<file path="config.mk">
export PLATFORM = sky130hd
export DESIGN_NAME = int_ctrl
export DESIGN_NICKNAME = d
export VERILOG_FILES = /design/src/rtl/int_ctrl.sv
export SDC_FILE = /design/constraint.sdc
export NUM_CORES = 1
export LEC_CHECK = 0
export CAP_MARGIN = 10
export CORE_MARGIN = 2
export CORE_UTILIZATION = 20
export DETAILED_ROUTE_END_ITERATION = 8
export GPL_TIMING_DRIVEN = 0
export PLACE_DENSITY = 0.83
export SLEW_MARGIN = 20
export SYNTH_ARGS = -nofsm -noshare
export SYNTH_HDL_FRONTEND = slang
export SYNTH_SLANG_ARGS = --single-unit
</file>
<file path="constraint.sdc">
create_clock -name clk -period 2.27 [get_ports clk]
set_clock_uncertainty 0.2 [all_clocks]
set_input_delay 0.5675 -clock clk [delete_from_list [all_inputs] [get_ports clk]]
set_output_delay 0.5675 -clock clk [all_outputs]
set_load 0.05 [all_outputs]
</file>
<file path="src/rtl/int_ctrl.sv">
// Interrupt front-end for CP0: synchronises hw lines, latches pending bits, applies Status gating
// and holds int_com until CP0 acknowledges. Count/Compare timer enabled by INT_CTRL_TIMER_EN.
module int_ctrl #(
  parameter int unsigned SYNC_STAGES = 2,
  parameter logic [5:0]  EDGE_MASK   = 6'b000000,
  parameter int unsigned TIMER_LINE  = 5
) (
  input  logic        clk,
  input  logic        rst,
  input  logic [5:0]  hw_int_i,
  input  logic [5:0]  int_clr_i,
  input  logic [31:0] status_i,
  input  logic [31:0] count_i,
  input  logic [31:0] compare_i,
  input  logic        compare_we_i,
  input  logic        exc_ack_i,
  output logic [5:0]  ip_o,
  output logic        timer_int_o,
  output logic        int_com_o
);

  typedef enum logic [1:0] {StIdle, StReq, StWait} state_e;

  localparam logic [2:0] TimerIdx = 3'(TIMER_LINE);

  logic [5:0] sync_q [SYNC_STAGES];
  logic [5:0] sync_d [SYNC_STAGES];
  logic [5:0] s;
  logic [5:0] s_prev_q, s_prev_d;
  logic [5:0] pend_q, pend_d;
  logic [5:0] ip_q, ip_d;
  logic       timer_q, timer_d;
  logic       int_com_q, int_com_d;
  state_e     state_q, state_d;
  logic       en;
  logic [5:0] masked;

  logic unused_status;
  assign unused_status = ^{status_i[31:16], status_i[9:3]};

  always_comb begin
    sync_d[0] = hw_int_i;
    for (int i = 1; i < int'(SYNC_STAGES); i++) begin
      sync_d[i] = sync_q[i-1];
    end
  end

  assign s        = sync_q[SYNC_STAGES-1];
  assign s_prev_d = s;

  // Edge lines are sticky until cleared; a fresh edge beats a simultaneous clear.
  always_comb begin
    pend_d = '0;
    for (int k = 0; k < 6; k++) begin
      if (EDGE_MASK[k]) begin
        pend_d[k] = (s[k] & ~s_prev_q[k]) | (pend_q[k] & ~int_clr_i[k]);
      end else begin
        pend_d[k] = s[k];
      end
    end
  end

`ifdef INT_CTRL_TIMER_EN
  // Compare write beats a same-cycle match; compare==0 never fires.
  always_comb begin
    timer_d = timer_q;
    if (compare_we_i) begin
      timer_d = 1'b0;
    end else if ((count_i == compare_i) && (compare_i != '0)) begin
      timer_d = 1'b1;
    end
  end
`else
  assign timer_d = 1'b0;
  logic unused_timer;
  assign unused_timer = ^{count_i, compare_i, compare_we_i};
`endif

  always_comb begin
    ip_d           = pend_d;
    ip_d[TimerIdx] = pend_d[TimerIdx] | timer_d;
  end

  assign en     = status_i[0] & ~status_i[1] & ~status_i[2];
  assign masked = ip_q & status_i[15:10];

  always_comb begin
    state_d = state_q;
    unique case (state_q)
      StIdle: begin
        if (en && (masked != '0)) state_d = StReq;
      end
      StReq: begin
        if (exc_ack_i) begin
          state_d = StWait;
        end else if (!en || (masked == '0)) begin
          state_d = StIdle;
        end
      end
      // Hold off until the handler raises EXL/ERL so en gates the next request.
      StWait: begin
        if (status_i[1] || status_i[2]) state_d = StIdle;
      end
      default: state_d = StIdle;
    endcase
    int_com_d = (state_d == StReq);
  end

  always_ff @(posedge clk or negedge rst) begin
    if (!rst) begin
      for (int i = 0; i < int'(SYNC_STAGES); i++) begin
        sync_q[i] <= '0;
      end
      s_prev_q  <= '0;
      pend_q    <= '0;
      ip_q      <= '0;
      timer_q   <= 1'b0;
      int_com_q <= 1'b0;
      state_q   <= StIdle;
    end else begin
      for (int i = 0; i < int'(SYNC_STAGES); i++) begin
        sync_q[i] <= sync_d[i];
      end
      s_prev_q  <= s_prev_d;
      pend_q    <= pend_d;
      ip_q      <= ip_d;
      timer_q   <= timer_d;
      int_com_q <= int_com_d;
      state_q   <= state_d;
    end
  end

  assign ip_o        = ip_q;
  assign timer_int_o = timer_q;
  assign int_com_o   = int_com_q;

endmodule

</file>
==> summary.md, run 1 <==
Post-route minimum period: 2.18 ns. Row generation in the floorplan step produced 20 rows. At the later pin of the worst-skew pair, clock insertion delay measures 0.29 ns. The maximum resistive drop on vdd is 0.317 mV. The first TritonRoute pass finished after 4 iterations. Number of clock sinks: 21. The die is 59.4 um wide.

At the pin with the least slew margin, the transition time is 0.905 ns. After the last flow step, the layout net total stands at 174. The total buffers and inverters traversed by the critical path is 1. In this design, the largest share of critical-path delay is due to buffers and inverters.

During synthesis, Yosys emitted a total of 0 warnings. The post-route fraction of the period consumed by the critical path was 0.962. In the routed layout, each cell is associated on average with a via count of 3.86. The number of hold violations in the final report is 0. The highest attainable clock frequency was 0.458 GHz; the number of CTS-inserted buffers was 3. The via count of the first global-routing pass is 406, and the effective utilization at floorplan is 0.206. The core outline area was 2980 sq um; the number of fillers in the final layout was 289. The number of pins with negative max-slew slack in the final report was 0. At the worst endpoint, the required time is 1.50 ns. The cell with the biggest individual delay on the critical path is sky130_fd_sc_hd__clkdlybuf4s50_1. The logs give 0 for the post-detailed-route DRC marker count and 0 for the hold-fix buffer count after cts. The final route contains 363 vias.

TritonCTS built the clock tree. The detail route stage leaves a number of antenna-violating nets equal to 0. The floorplan step set the die height to 59.4 um. The data arrival time of the critical path came out at 1.42 ns. The area used by sequential logic in the layout is 526 sq um. The overall fraction of global-route tracks in use was 0.0686. The sequential share of the synthesized area was 0.857.

The clock-pin slew reported for the worst setup and hold paths after clock tree synthesis works out to 0.10 ns. The critical path goes through clkdlybuf4s50_1. The tool flagged a number of max-cap violations equal to 0.

For the number of unique standard cell types used by synthesis, the log shows 11. The average footprint of a synthesized cell was 18.6 sq um; the multi-input gate area in the final layout was 80.1 sq um. Counting every net in the synthesized netlist gives 145. The fraction of final layout cells with drive strength greater than 1 is 0.0820, and the number of DRC violations after detailed-routing iteration 0 is 10. The tree is rooted in a sky130_fd_sc_hd__clkbuf_4.

Dividing the detail-routed wire length by the instance count gives 11.0 um. Initial antenna violation count: 0. The routed design has 1.04 mm of wire. For the number of setup violations in the final report, the log shows 0. The overall overflow remaining after global route was 0. In this run, synthesis produced a sequential element count of 21.

The total I/O pin count was 120; the maximum fanout encountered on the critical timing path was 1. The layout-stage area growth over the synthesis result is 52.7%. The tools report the number of gates given a new drive strength after cts as 0. Entering global routing, the biggest net connects 22 pins.

The path class of the tightest hold or removal check is reg -> reg. Setup repair after global routing left no endpoint under its margin. Counting along the longest clock path gives a buffer depth of 2. The last weighted congestion value of the routability-driven placer is 0.781. Setup slack on the critical path of the routed design comes to 0.0862 ns. Prior to clock tree synthesis, the placed netlist has a worst setup slack of 0.334 ns.

For the total negative slack for setup checks, the log shows 0 ns. The number of H-tree branching levels was 1; the leakage power was 0.444 nW. The tools report the number of standard cells after synthesis as 33. The setup path with the least slack is of type reg -> out. The post-synth design cell area is 613 sq um, and the number of diodes is 0. For the worst-case headroom to the max-slew limit, the log shows 0.395. Quantity of I/O buffers inserted on ports: 24.

Power density over the cells: 695 nW/um^2. Post-CTS timing repair inserted 0 buffers for setup. The die covers 3520 sq um. On the final layout, the worst hold slack is 0.158 ns. The run finished with clean final reports.

The tools report the critical path startpoint category as a flip-flop. STA classifies the critical path endpoint as an output pin. The first global-routing pass estimated 1.75 mm of wire. On the worst path, the slowest cell contributes a delay of 0.79 ns.
## cell usage in the layout (no fill, tap or decap)
master and count:
sky130_fd_sc_hd__o21ai_0 1, sky130_fd_sc_hd__a22o_1 1, sky130_fd_sc_hd__dlymetal6s2s_1 6, sky130_fd_sc_hd__nand2_1 1
sky130_fd_sc_hd__nand3b_1 2, sky130_fd_sc_hd__a22oi_1 1, sky130_fd_sc_hd__clkbuf_1 1, sky130_fd_sc_hd__a221oi_2 1
sky130_fd_sc_hd__a221oi_1 2, sky130_fd_sc_hd__conb_1 1, sky130_fd_sc_hd__buf_4 1, sky130_fd_sc_hd__clkbuf_4 3
sky130_fd_sc_hd__dfrtp_1 21, sky130_fd_sc_hd__clkdlybuf4s50_1 18, sky130_fd_sc_hd__nor2_1 1
## worst paths after layout
check                      depth (start not counted)  slack, ns                    to                 from
setup / recovery                                   1       0.09             int_com_o  int_com_o$_DFF_PN0_
max in group asynchronous                          1       0.74   sync_d[4]$_DFF_PN0_                  rst
min in group asynchronous                          1       0.58  state_q[0]$_DFF_PN0_                  rst
hold / removal                                     0       0.16     ip_o[3]$_DFF_PN0_    ip_d[3]$_DFF_PN0_
hold reg to reg                                    0       0.16     ip_o[3]$_DFF_PN0_    ip_d[3]$_DFF_PN0_
setup reg to reg                                   3       0.97  state_q[0]$_DFF_PN0_    ip_o[1]$_DFF_PN0_
## cell families after synthesis
group | count (synthesis) | share of synthesized area
and+or+nand+nor | 4 | 0.0367
other | 1 | 0.00612
buffers and inverters | 1 | 0.0122
DFF | 21 | 0.857
AOI/OAI and AO/OA | 6 | 0.0878
## state kept, by name (all words and copies together) (netlist names)
signal,flops
sync_d,6
state_q,2
ip_d,6
int_com_o,1
ip_o,6
## through the flow
step                      power [mW]  std cells   util  area [sq um]
after floorplan                0.440         33      -           613
after global placement         0.491         90  0.300           895
after global routing           0.695         94  0.314           936
after detailed placement       0.494         90  0.300           895
after CTS                      0.666         94  0.309           921
final                          0.650         94  0.314           936
## Yosys cell counts
cell type	count	area, sq um
sky130_fd_sc_hd__nor2_1	1	3.75
sky130_fd_sc_hd__a221oi_1	2	17.5
sky130_fd_sc_hd__nand2_1	1	3.75
sky130_fd_sc_hd__buf_4	1	7.51
sky130_fd_sc_hd__conb_1	1	3.75
sky130_fd_sc_hd__dfrtp_1	21	526
sky130_fd_sc_hd__a22o_1	1	8.76
sky130_fd_sc_hd__a22oi_1	1	7.51
sky130_fd_sc_hd__nand3b_1	2	15.0
sky130_fd_sc_hd__o21ai_0	1	5.00
sky130_fd_sc_hd__a221oi_2	1	15.0
## metal layers
| layer | track usage | share of wire | vias to the layer above |
|---|---|---|---|
| li1 | - | - | 168 |
| met1 | 0.0821 | 0.38 | 171 |
| met2 | 0.111 | 0.48 | 24 |
| met3 | 0.0437 | 0.13 | 0 |
| met4 | 0 | 0 | 0 |
| met5 | 0 | 0 | - |
## power by group
group	internal, mW	switching, mW	leakage, nW
registers	0.392	0.00705	0.251
logic	0.0410	0.0437	0.178
clock network	0.0683	0.0982	0.0150
## layout make-up
class | instances | area share
tap | 33 | 0.0441
buffer | 1 | 0.00802
sequential | 21 | 0.561
multi-input combinational | 11 | 0.0856
clock buffer | 4 | 0.0281
timing repair buffer | 24 | 0.273
No activity file was read; power rests on OpenSTA's default activity.
==> run 2: changes to the inputs <==
--- a/config.mk
+++ b/config.mk
@@ -5,6 +5,7 @@
 export SDC_FILE = /design/constraint.sdc
 export NUM_CORES = 1
 export LEC_CHECK = 0
+export ABC_AREA = 1
 export CAP_MARGIN = 10
 export CORE_MARGIN = 2
 export CORE_UTILIZATION = 20
==> run 2 against run 1 <==
Net effect:
- register-to-register slack gained 0.26 ns
- synthesized cell count up 27%
- die area increased by 0.96%
- area after synthesis rose by 1.0%
- critical path depth did not move
- clock power hardly changed
- sequential power about the same
- via count rose by 6.9%
- wire length rose by 1.1%
- non-clock buffer count is the same
- largest cell class unchanged
==> summary.md, run 2 <==
The run finished with clean final reports. In this design, the largest share of critical-path delay is due to buffers and inverters. The cell with the most instances after synthesis was sky130_fd_sc_hd__dfrtp_1.

The first global-routing pass estimated 1.59 mm of wire. Of all nets on the critical path, the largest fanout is 2. The power density over the cells is 688 nW/um^2, and the vertical die dimension is 59.7 um.

The logs give 0 for the synthesis warning total and 0.0611 for the overall fraction of global-route tracks in use. The master cell of the clock root buffer was sky130_fd_sc_hd__clkbuf_4. The run gives 154 as the post-synthesis net count.

For the number of pins with negative max-slew slack in the final report, the log shows 0. For the effective utilization at floorplan, the log shows 0.206. The path class of the tightest hold or removal check is reg -> reg. Largest incremental delay on the critical path: 0.81 ns. Count of vias placed by the detailed router: 388.

The layout-stage area growth over the synthesis result is 51.7%. STA classifies the critical path startpoint as a flip-flop. The slowest stage of the critical path belongs to the cell sky130_fd_sc_hd__clkdlybuf4s50_1. The floorplan row count was 20; the leakage power was 0.463 nW. The total negative slack for setup checks came out at 0 ns.

The total I/O pin count was 120; the share of Yosys cell area claimed by the top area cell type was 0.848. The commonest register cell after synthesis is sky130_fd_sc_hd__dfrtp_1. The tools report the initial antenna violation count as 0.

The last weighted congestion value of the routability-driven placer was 0.616. The quantity of I/O buffers inserted on ports is 24. The logs give 3 for the number of DRC violations after detailed-routing iteration 0 and 619 sq um for the post-synth design cell area. The critical path goes through clkdlybuf4s50_1. The critical path is of the reg -> out type. The post-detailed-route DRC marker count was 0; the core outline area was 3000 sq um.

The clock passes through at most 2 buffers. Fraction of synthesis flops using an asynchronous set or reset pin: 1.00. In the final routed layout, each cell accounts on average for 10.2 um. The run gives 3 as the number of CTS-inserted buffers. For the sequential share of the synthesized area, the log shows 0.848.

The net count of the finished layout was 183; the post-route minimum period was 2.21 ns. Setup repair after global routing left no endpoint under its margin. The post-route antenna net violation count is 0, and the hold-fix buffer count after cts is 0. The number of hold violations in the final report is 0. The total wirelength of the detailed-routed design was 1.05 mm; the detailed-route vias per instance was 3.77. The biggest area contributor in the post-synthesis netlist is sky130_fd_sc_hd__dfrtp_1. The transition time at the pin with the least slew margin is 0.867 ns. TritonCTS built the clock tree. Counting flops with a built-in enable in the synthesized netlist gives 0. By area the synthesized netlist is led by sky130_fd_sc_hd__dfrtp_1 85%, sky130_fd_sc_hd__nand2_1 6.7%, sky130_fd_sc_hd__a21oi_1 1.6%, sky130_fd_sc_hd__a22oi_1 1.2%, sky130_fd_sc_hd__buf_4 1.2%. At the worst endpoint, the required time is 1.50 ns. Synthesis produced a netlist whose cell count is 42. For the via count of the first global-routing pass, the log shows 392. The total placed cells including tap cells is 99. The worst-case IR drop observed on VDD is 0.343 mV. The endpoint class of the critical path was an output pin. The first TritonRoute pass finished after 2 iterations. After clock tree synthesis, the clock-pin slew on the worst setup and hold paths is 0.10 ns. The fraction of final layout cells with drive strength greater than 1 came out at 0.0714. The number of setup violations in the final report came out at 0. The post-route fraction of the period consumed by the critical path is 0.975.

The floorplan step set the die width to 59.7 um. The highest attainable clock frequency was 0.452 GHz; the number of H-tree branching levels was 1. In the layout the commonest cells are 21 x sky130_fd_sc_hd__dfrtp_1, 19 x sky130_fd_sc_hd__clkdlybuf4s50_1, 11 x sky130_fd_sc_hd__nand2_1, 5 x sky130_fd_sc_hd__dlymetal6s2s_1, 3 x sky130_fd_sc_hd__clkbuf_4.

Across the run, the number of max-cap violations was 0. The tools report the pin count of the biggest net entering global routing as 22. The floorplan die area is 3560 sq um, and the final HPWL from detailed placement is 839 um. The synthesized netlist contains 10 unique library cells.

The count of cells in the finished layout, fillers not included, comes to 103. The commonest cells after synthesis are 21 x sky130_fd_sc_hd__dfrtp_1, 11 x sky130_fd_sc_hd__nand2_1, 2 x sky130_fd_sc_hd__a21oi_1, 2 x sky130_fd_sc_hd__inv_1. The number of diodes was 0.

The total buffers and inverters traversed by the critical path came out at 1. The library cell used most frequently in the layout, excluding fill and tap cells, is sky130_fd_sc_hd__dfrtp_1. The clock reaches the later pin of the worst-skew pair after 0.28 ns. Post-synthesis sequential element count: 21.

The tools report the worst-case headroom to the max-slew limit as 0.420. The data arrival time of the critical path was 1.45 ns; the overall overflow remaining after global route was 0. The average footprint of a synthesized cell was 14.7 sq um; the number of clock sinks was 21.
==> run 2: cell type report <==
cell class              count  area (sq um)
plain buffers               1          7.51
clock buffers               4          26.3
fillers                   295          2060
inverters                   2          7.51
multi-input cells          18          78.8
flip-flops and latches     21           526
well taps                  33          41.3
repair buffers             24           253
==> run 2: stage by stage <==
step	area, sq um	worst slack, ns	hold WS [ns]	utilization	power (mW)
after detailed placement	901	0.344	0.136	0.300	0.494
after floorplan	619	0.902	0.0719	-	0.440
after CTS	927	0.0114	0.164	0.309	0.663
after global placement	901	0.374	0.137	0.300	0.490
after global routing	940	0.00397	0.176	0.313	0.689
final	940	0.0562	0.161	0.313	0.647
==> run 2: kinds of logic after synthesis <==
logic type	synth area share
AOI/OAI and AO/OA	0.0283
buffers and inverters	0.0243
and+or+nand+nor	0.0929
DFF	0.848
other	0.00605
==> run 2: power breakdown <==
part | switching (mW) | internal, mW | total (mW) | leakage (nW)
clock | 0.0943 | 0.0682 | 0.163 | 0.0150
combinational | 0.0451 | 0.0401 | 0.0852 | 0.197
sequential | 0.00680 | 0.392 | 0.399 | 0.251
total | 0.146 | 0.500 | 0.647 | 0.463
==> run 2: final timing paths <==
check                                   from  depth (start not counted)  slack (ns)              endpoint
min                        ip_d[0]$_DFF_PN0_                          0        0.16     ip_o[0]$_DFF_PN0_
max                        ip_o[0]$_DFF_PN0_                          1        0.06               ip_o[0]
max reg2reg                ip_o[2]$_DFF_PN0_                          4        1.23  state_q[0]$_DFF_PN0_
min in group asynchronous                rst                          1        0.57     ip_d[3]$_DFF_PN0_
max in group asynchronous                rst                          1        0.77  state_q[0]$_DFF_PN0_
min reg2reg                ip_d[0]$_DFF_PN0_                          0        0.16     ip_o[0]$_DFF_PN0_
==> run 2: what timing repair did <==
action                                  4_1_cts  5_1_grt
endpoints found under the setup margin        0        5
buffers inserted                              0        0
resized for setup                             0        5
==> run 2: layer usage <==
layer,GRT usage,part of all wire,up-vias
met5,0,0,-
met4,0,0,0
met3,0.0411,0.11,0
met2,0.107,0.46,25
met1,0.0646,0.43,180
li1,-,-,183
